**config.mk**
```make
export PLATFORM = sky130hd
export DESIGN_NAME = clock_gate_enable_controller
export DESIGN_NICKNAME = d
export VERILOG_FILES = /design/src/rtl/clock_gate_ctrl_pkg.sv /design/src/rtl/sat_counter.sv /design/src/rtl/clock_gate_enable_controller.sv
export SDC_FILE = /design/constraint.sdc
export NUM_CORES = 1
export LEC_CHECK = 0
export ABC_AREA = 0
export ABC_CLOCK_PERIOD_IN_PS = 4400
export BUFFER_PORTS_ARGS = -buffer_cell sky130_fd_sc_hd__buf_2
export CELL_PAD_IN_SITES_DETAIL_PLACEMENT = 2
export CELL_PAD_IN_SITES_GLOBAL_PLACEMENT = 2
export CORE_MARGIN = 5
export CORE_UTILIZATION = 38
export CTS_BUF_LIST = sky130_fd_sc_hd__clkbuf_8
export DETAILED_ROUTE_END_ITERATION = 8
export HOLD_SLACK_MARGIN = 0.06
export PLACE_DENSITY = 0.88
export SYNTH_ARGS = -nofsm -noshare
export SYNTH_HDL_FRONTEND = slang
export SYNTH_SLANG_ARGS = --single-unit
```
**constraint.sdc**
```tcl
create_clock -name clk -period 4.4 [get_ports clk]
set_input_delay 0.44 -clock clk [delete_from_list [all_inputs] [get_ports clk]]
set_output_delay 0.44 -clock clk [all_outputs]
set_load 0.01 [all_outputs]
```
**src/rtl/clock_gate_ctrl_pkg.sv**
```systemverilog
// Shared types and helpers for the clock-gate enable controller.
package clock_gate_ctrl_pkg;

  typedef enum logic [1:0] {
    RUN   = 2'd0,
    GATED = 2'd1,
    WAKE  = 2'd2
  } cg_state_e;

  // Bits needed to hold values 0..max_val inclusive (never less than one).
  function automatic int cnt_width(input int max_val);
    if (max_val < 1) begin
      return 1;
    end
    return $clog2(max_val + 1);
  endfunction

endpackage

```
**src/rtl/sat_counter.sv**
```systemverilog
// Saturating up-counter; a synchronous clear takes priority over an increment.
module sat_counter #(
  parameter int WIDTH = 16
) (
  input  logic             clk,
  input  logic             rst_n,
  input  logic             inc_i,
  input  logic             clr_i,
  output logic [WIDTH-1:0] count_o
);

  logic [WIDTH-1:0] count_q;
  logic [WIDTH-1:0] count_d;

  always_comb begin
    count_d = count_q;
    if (clr_i) begin
      count_d = '0;
    end else if (inc_i && (count_q != {WIDTH{1'b1}})) begin
      count_d = count_q + WIDTH'(1);
    end
  end

  always_ff @(posedge clk or negedge rst_n) begin
    if (!rst_n) begin
      count_q <= '0;
    end else begin
      count_q <= count_d;
    end
  end

  assign count_o = count_q;

endmodule

```
**src/rtl/clock_gate_enable_controller.sv**
```systemverilog
// Drives the clock-gating cell enable: gates after a run of idle cycles, and
// on wake holds off the acknowledge until the gate's synchroniser has settled.
module clock_gate_enable_controller
  import clock_gate_ctrl_pkg::*;
#(
  parameter int IDLE_THRESHOLD = 16,
  parameter int WAKE_LATENCY   = 2,
  parameter int STAT_WIDTH     = 16
) (
  input  logic                  clk,
  input  logic                  rst_n,
  input  logic                  activity,
  input  logic                  wake_req,
  input  logic                  force_on,
  input  logic                  stat_clr,
  output logic                  gate_enable,
  output logic                  wake_ack,
  output logic                  gated,
  output logic [STAT_WIDTH-1:0] gated_cycles
);

  localparam int IW = cnt_width(IDLE_THRESHOLD);
  localparam int WW = cnt_width(WAKE_LATENCY);
  localparam logic [IW-1:0] IDLE_LAST = IW'(IDLE_THRESHOLD - 1);
  localparam logic [WW-1:0] WAKE_LAST = WW'(WAKE_LATENCY - 1);

  cg_state_e     state_q, state_d;
  logic [IW-1:0] idle_cnt_q, idle_cnt_d;
  logic [WW-1:0] wake_cnt_q, wake_cnt_d;
  logic          gate_enable_q, gate_enable_d;
  logic          gated_q, gated_d;
  logic          wake_ack_q, wake_ack_d;
  logic          busy;

  assign busy = activity | wake_req | force_on;

  always_comb begin
    state_d       = state_q;
    idle_cnt_d    = idle_cnt_q;
    wake_cnt_d    = wake_cnt_q;
    gate_enable_d = gate_enable_q;
    gated_d       = gated_q;

    case (state_q)
      RUN: begin
        if (busy) begin
          idle_cnt_d = '0;
        end else if (idle_cnt_q == IDLE_LAST) begin
          state_d       = GATED;
          gate_enable_d = 1'b0;
          gated_d       = 1'b1;
          idle_cnt_d    = '0;
        end else begin
          idle_cnt_d = idle_cnt_q + IW'(1);
        end
      end

      GATED: begin
        if (busy) begin
          state_d       = WAKE;
          gate_enable_d = 1'b1;
          gated_d       = 1'b0;
          wake_cnt_d    = '0;
        end
      end

      WAKE: begin
        // The wake always runs to completion so the synchroniser sees a
        // stable high enable before the requester is released.
        wake_cnt_d = wake_cnt_q + WW'(1);
        if (wake_cnt_q == WAKE_LAST) begin
          state_d    = RUN;
          idle_cnt_d = '0;
        end
      end

      default: begin
        state_d       = RUN;
        gate_enable_d = 1'b1;
        gated_d       = 1'b0;
        idle_cnt_d    = '0;
        wake_cnt_d    = '0;
      end
    endcase

    wake_ack_d = (state_d == RUN) & wake_req;
  end

  // Reset forces the enable high immediately so a gated clock restarts
  // without waiting for an edge.
  always_ff @(posedge clk or negedge rst_n) begin
    if (!rst_n) begin
      state_q       <= RUN;
      idle_cnt_q    <= '0;
      wake_cnt_q    <= '0;
      gate_enable_q <= 1'b1;
      gated_q       <= 1'b0;
      wake_ack_q    <= 1'b0;
    end else begin
      state_q       <= state_d;
      idle_cnt_q    <= idle_cnt_d;
      wake_cnt_q    <= wake_cnt_d;
      gate_enable_q <= gate_enable_d;
      gated_q       <= gated_d;
      wake_ack_q    <= wake_ack_d;
    end
  end

  sat_counter #(
    .WIDTH(STAT_WIDTH)
  ) u_gated_cnt (
    .clk    (clk),
    .rst_n  (rst_n),
    .inc_i  (state_q == GATED),
    .clr_i  (stat_clr),
    .count_o(gated_cycles)
  );

  assign gate_enable = gate_enable_q;
  assign gated       = gated_q;
  assign wake_ack    = wake_ack_q;

endmodule

```
==> flow_metrics.env <==
export IMPL_max_freq_ghz=0.3993
export IMPL_tightest_slew_ns=1.242
export IMPL_synth_top_cell_area_share_pct=43.87
export IMPL_synth_top_area_cell="dfrtp_1"
export IMPL_p_leak_nw=0.7403
export IMPL_setup_violations_final=0
export IMPL_preCtsSetupSlack_ns=1.978
export IMPL_grt_remaining_overflow=0
export IMPL_clock_path_buffers=2
export IMPL_p_total_mw=0.4980
export IMPL_drive_gt1_share_pct=21.05
export IMPL_period_share_pct=56.91
export IMPL_cts_buffers=3
export IMPL_avgSynthCellArea_um2=9.168
export IMPL_dieArea_mm2=0.005427
export IMPL_drt_wl_total_um=4549
export IMPL_synthFlopType="dfrtp_1"
export IMPL_grt_pass1_vias=1590
export IMPL_path_delay_family="simple AND/OR/NAND/NOR gates"
export IMPL_final_max_slew_violation_count=0
export IMPL_hold_class="primary input to asynchronous set/reset pin"
export IMPL_dieHeight_um=73.67
export IMPL_place_hpwl_um=3213
export IMPL_grt_pass1_wl_um=7893
export IMPL_tritoncts="built"
export IMPL_ios=25
export IMPL_num_vias=1430
export IMPL_drc=0
export IMPL_synth_most_common_cell="dfrtp_1"
export IMPL_place_area_mm2=0.001689
export IMPL_drtAntennaViolNets=0
export IMPL_period_minus_slack_ns=2.504
export IMPL_crit_fanout=18
export IMPL_slew_headroom_pct=16.52
export IMPL_gp_congestion=0.7711
export IMPL_ys_warnings_count=0
export IMPL_rows=23
export IMPL_cp_start_kind="flip-flop"
export IMPL_cts_setup_buffers=0
export IMPL_die_w_um=73.67
export IMPL_cts_htree_levels=1
export IMPL_status="finished clean"
export IMPL_required_ns=4.61
export IMPL_vdd_drop_max_uv=145.8
export IMPL_syn_area_mm2=0.001540
export IMPL_syn2layout_area_growth_pct=13.24
export IMPL_fillers=459
export IMPL_end_kind="flip-flop"
export IMPL_crit_buf_inv=0
export IMPL_fin_nets=200
export IMPL_cts_repair_resized=0
export IMPL_antenna_found_initial=0
export IMPL_ys_types=45
export IMPL_avgRoutedWirePerCell_um=18.95
export IMPL_io_buffer_count=24
export IMPL_syn_nets=177
export IMPL_grt_total_usage_pct=18.49
export IMPL_instances_no_fill=240
export IMPL_final_cell_area_mm2=0.001744
export IMPL_drtIter0Drc=47
export IMPL_whs_ns=0.1833
export IMPL_hold_buffers=0
export IMPL_maxCapViolations=0
export IMPL_rsz0062_at_grt="false"
export IMPL_synth_edf_count=0
export IMPL_dp_cells=236
export IMPL_ctsRootBufferMaster="clkbuf_8"
export IMPL_firstDrtPassIters=4
export IMPL_crit_chain="ha_1 -> nand4_1 -> nor4_2 -> o21ai_0 -> a21oi_1"
export IMPL_postSynthCellCount=168
export IMPL_drt_vias_per_instance=5.958
export IMPL_timing_setup_critical_path_class="flip-flop to flip-flop"
export IMPL_layout_setup_ws_ns=1.896
export IMPL_antenna_cells=0
export IMPL_cp_slowest_cell="nor4_2"
export IMPL_clock_latency_ns=0.28
export IMPL_core_area_mm2=0.003971
export IMPL_critPathMaxStageDelay_ns=1.08
export IMPL_final_core_util_pct=43.92
export IMPL_grt_max_degree=29
export IMPL_async_flop_share_pct=100.0
export IMPL_synthTopCellsByArea="dfrtp_1 (44%), o21ai_0 (6.2%), a21oi_1 (5.2%), or3_1 (3.2%), nand2_1 (3.2%)"
export IMPL_clock_sinks=28
export IMPL_p_per_area_mw_per_mm2=285.5
export IMPL_yosys_register_bits=28
export IMPL_arrival_ns=2.71
export IMPL_start_util_pct=38.78
export IMPL_finalHoldViolations=0
export IMPL_tns_ns=0
export IMPL_clk_pin_slew_ns=0.10
export IMPL_finClkSkew_ns=0.005357
export IMPL_seq_area_frac_synth_pct=45.57
export IMPL_synth_top_cells_by_count="dfrtp_1 (27), o21ai_0 (19), a21oi_1 (16)"
==> worst paths after layout <==
path	start	end	slack, ns	cells past startpoint
min in group clk	wake_req	wake_ack	0.40	3
max in group asynchronous	rst_n	gated	3.77	1
min	rst_n	u_gated_cnt.count_o[14]	0.18	1
max	u_gated_cnt.count_o[0]	u_gated_cnt.count_o[4]	1.90	5
max reg2reg	u_gated_cnt.count_o[0]	u_gated_cnt.count_o[4]	1.90	5
min reg2reg	gate_enable	gate_enable	0.50	2
==> layout make-up <==
type | instances | area (um^2) | share of cell area [%]
multi-input combinational | 130 | 789.5 | 45.27
inverter | 4 | 15.01 | 0.8608
sequential | 28 | 701.9 | 40.24
timing repair buffer | 24 | 120.1 | 6.887
tap | 50 | 62.56 | 3.587
clock buffer | 4 | 55.05 | 3.156
==> report_power, final <==
group / internal (mW) / leakage (nW) / switching [mW]
Combinational: 0.0188 / 0.334 / 0.0304
Sequential: 0.272 / 0.377 / 0.0101
Clock: 0.0802 / 0.0288 / 0.0863
Total: 0.371 / 0.740 / 0.127
==> flip-flops by register name, summed over array words and instances (netlist names) <==
name	count
gate_enable	1
idle_cnt_q	5
wake_ack	1
gated	1
state_q	2
u_gated_cnt.count_o	16
wake_cnt_q	2
==> layer usage <==
metal  global-route usage [%]  wire length (um)
met1                    23.02              1963
met2                    34.06              2457
met3                    2.189               111
met4                    3.622                17
met5                        0                 0
==> kinds of logic after synthesis <==
| group | count (synthesis) | share of synthesized area, % |
|---|---|---|
| buffers and inverters | 10 | 3.168 |
| multiplexers | 1 | 0.7311 |
| AND/OR/NAND/NOR | 75 | 28.27 |
| AO/OA/AOI/OAI | 51 | 19.82 |
| flip-flops | 28 | 45.57 |
| adder cells (fa/ha/maj) | 3 | 2.437 |
==> cells in the final DEF, fill, tap and decap left out, types with 3 or more instances in the layout <==
cell	count
nor2b_1	4
o21ai_0	19
nor4_1	3
clkbuf_8	4
o41ai_1	4
buf_2	24
a21oi_1	16
or3_1	8
nor2_1	10
nand4_1	5
ha_1	3
dfrtp_1	27
inv_1	4
nand2_1	13
nor3_1	4
nand3_1	7
nand2b_1	4
No activity file was read; power rests on OpenSTA's default activity.
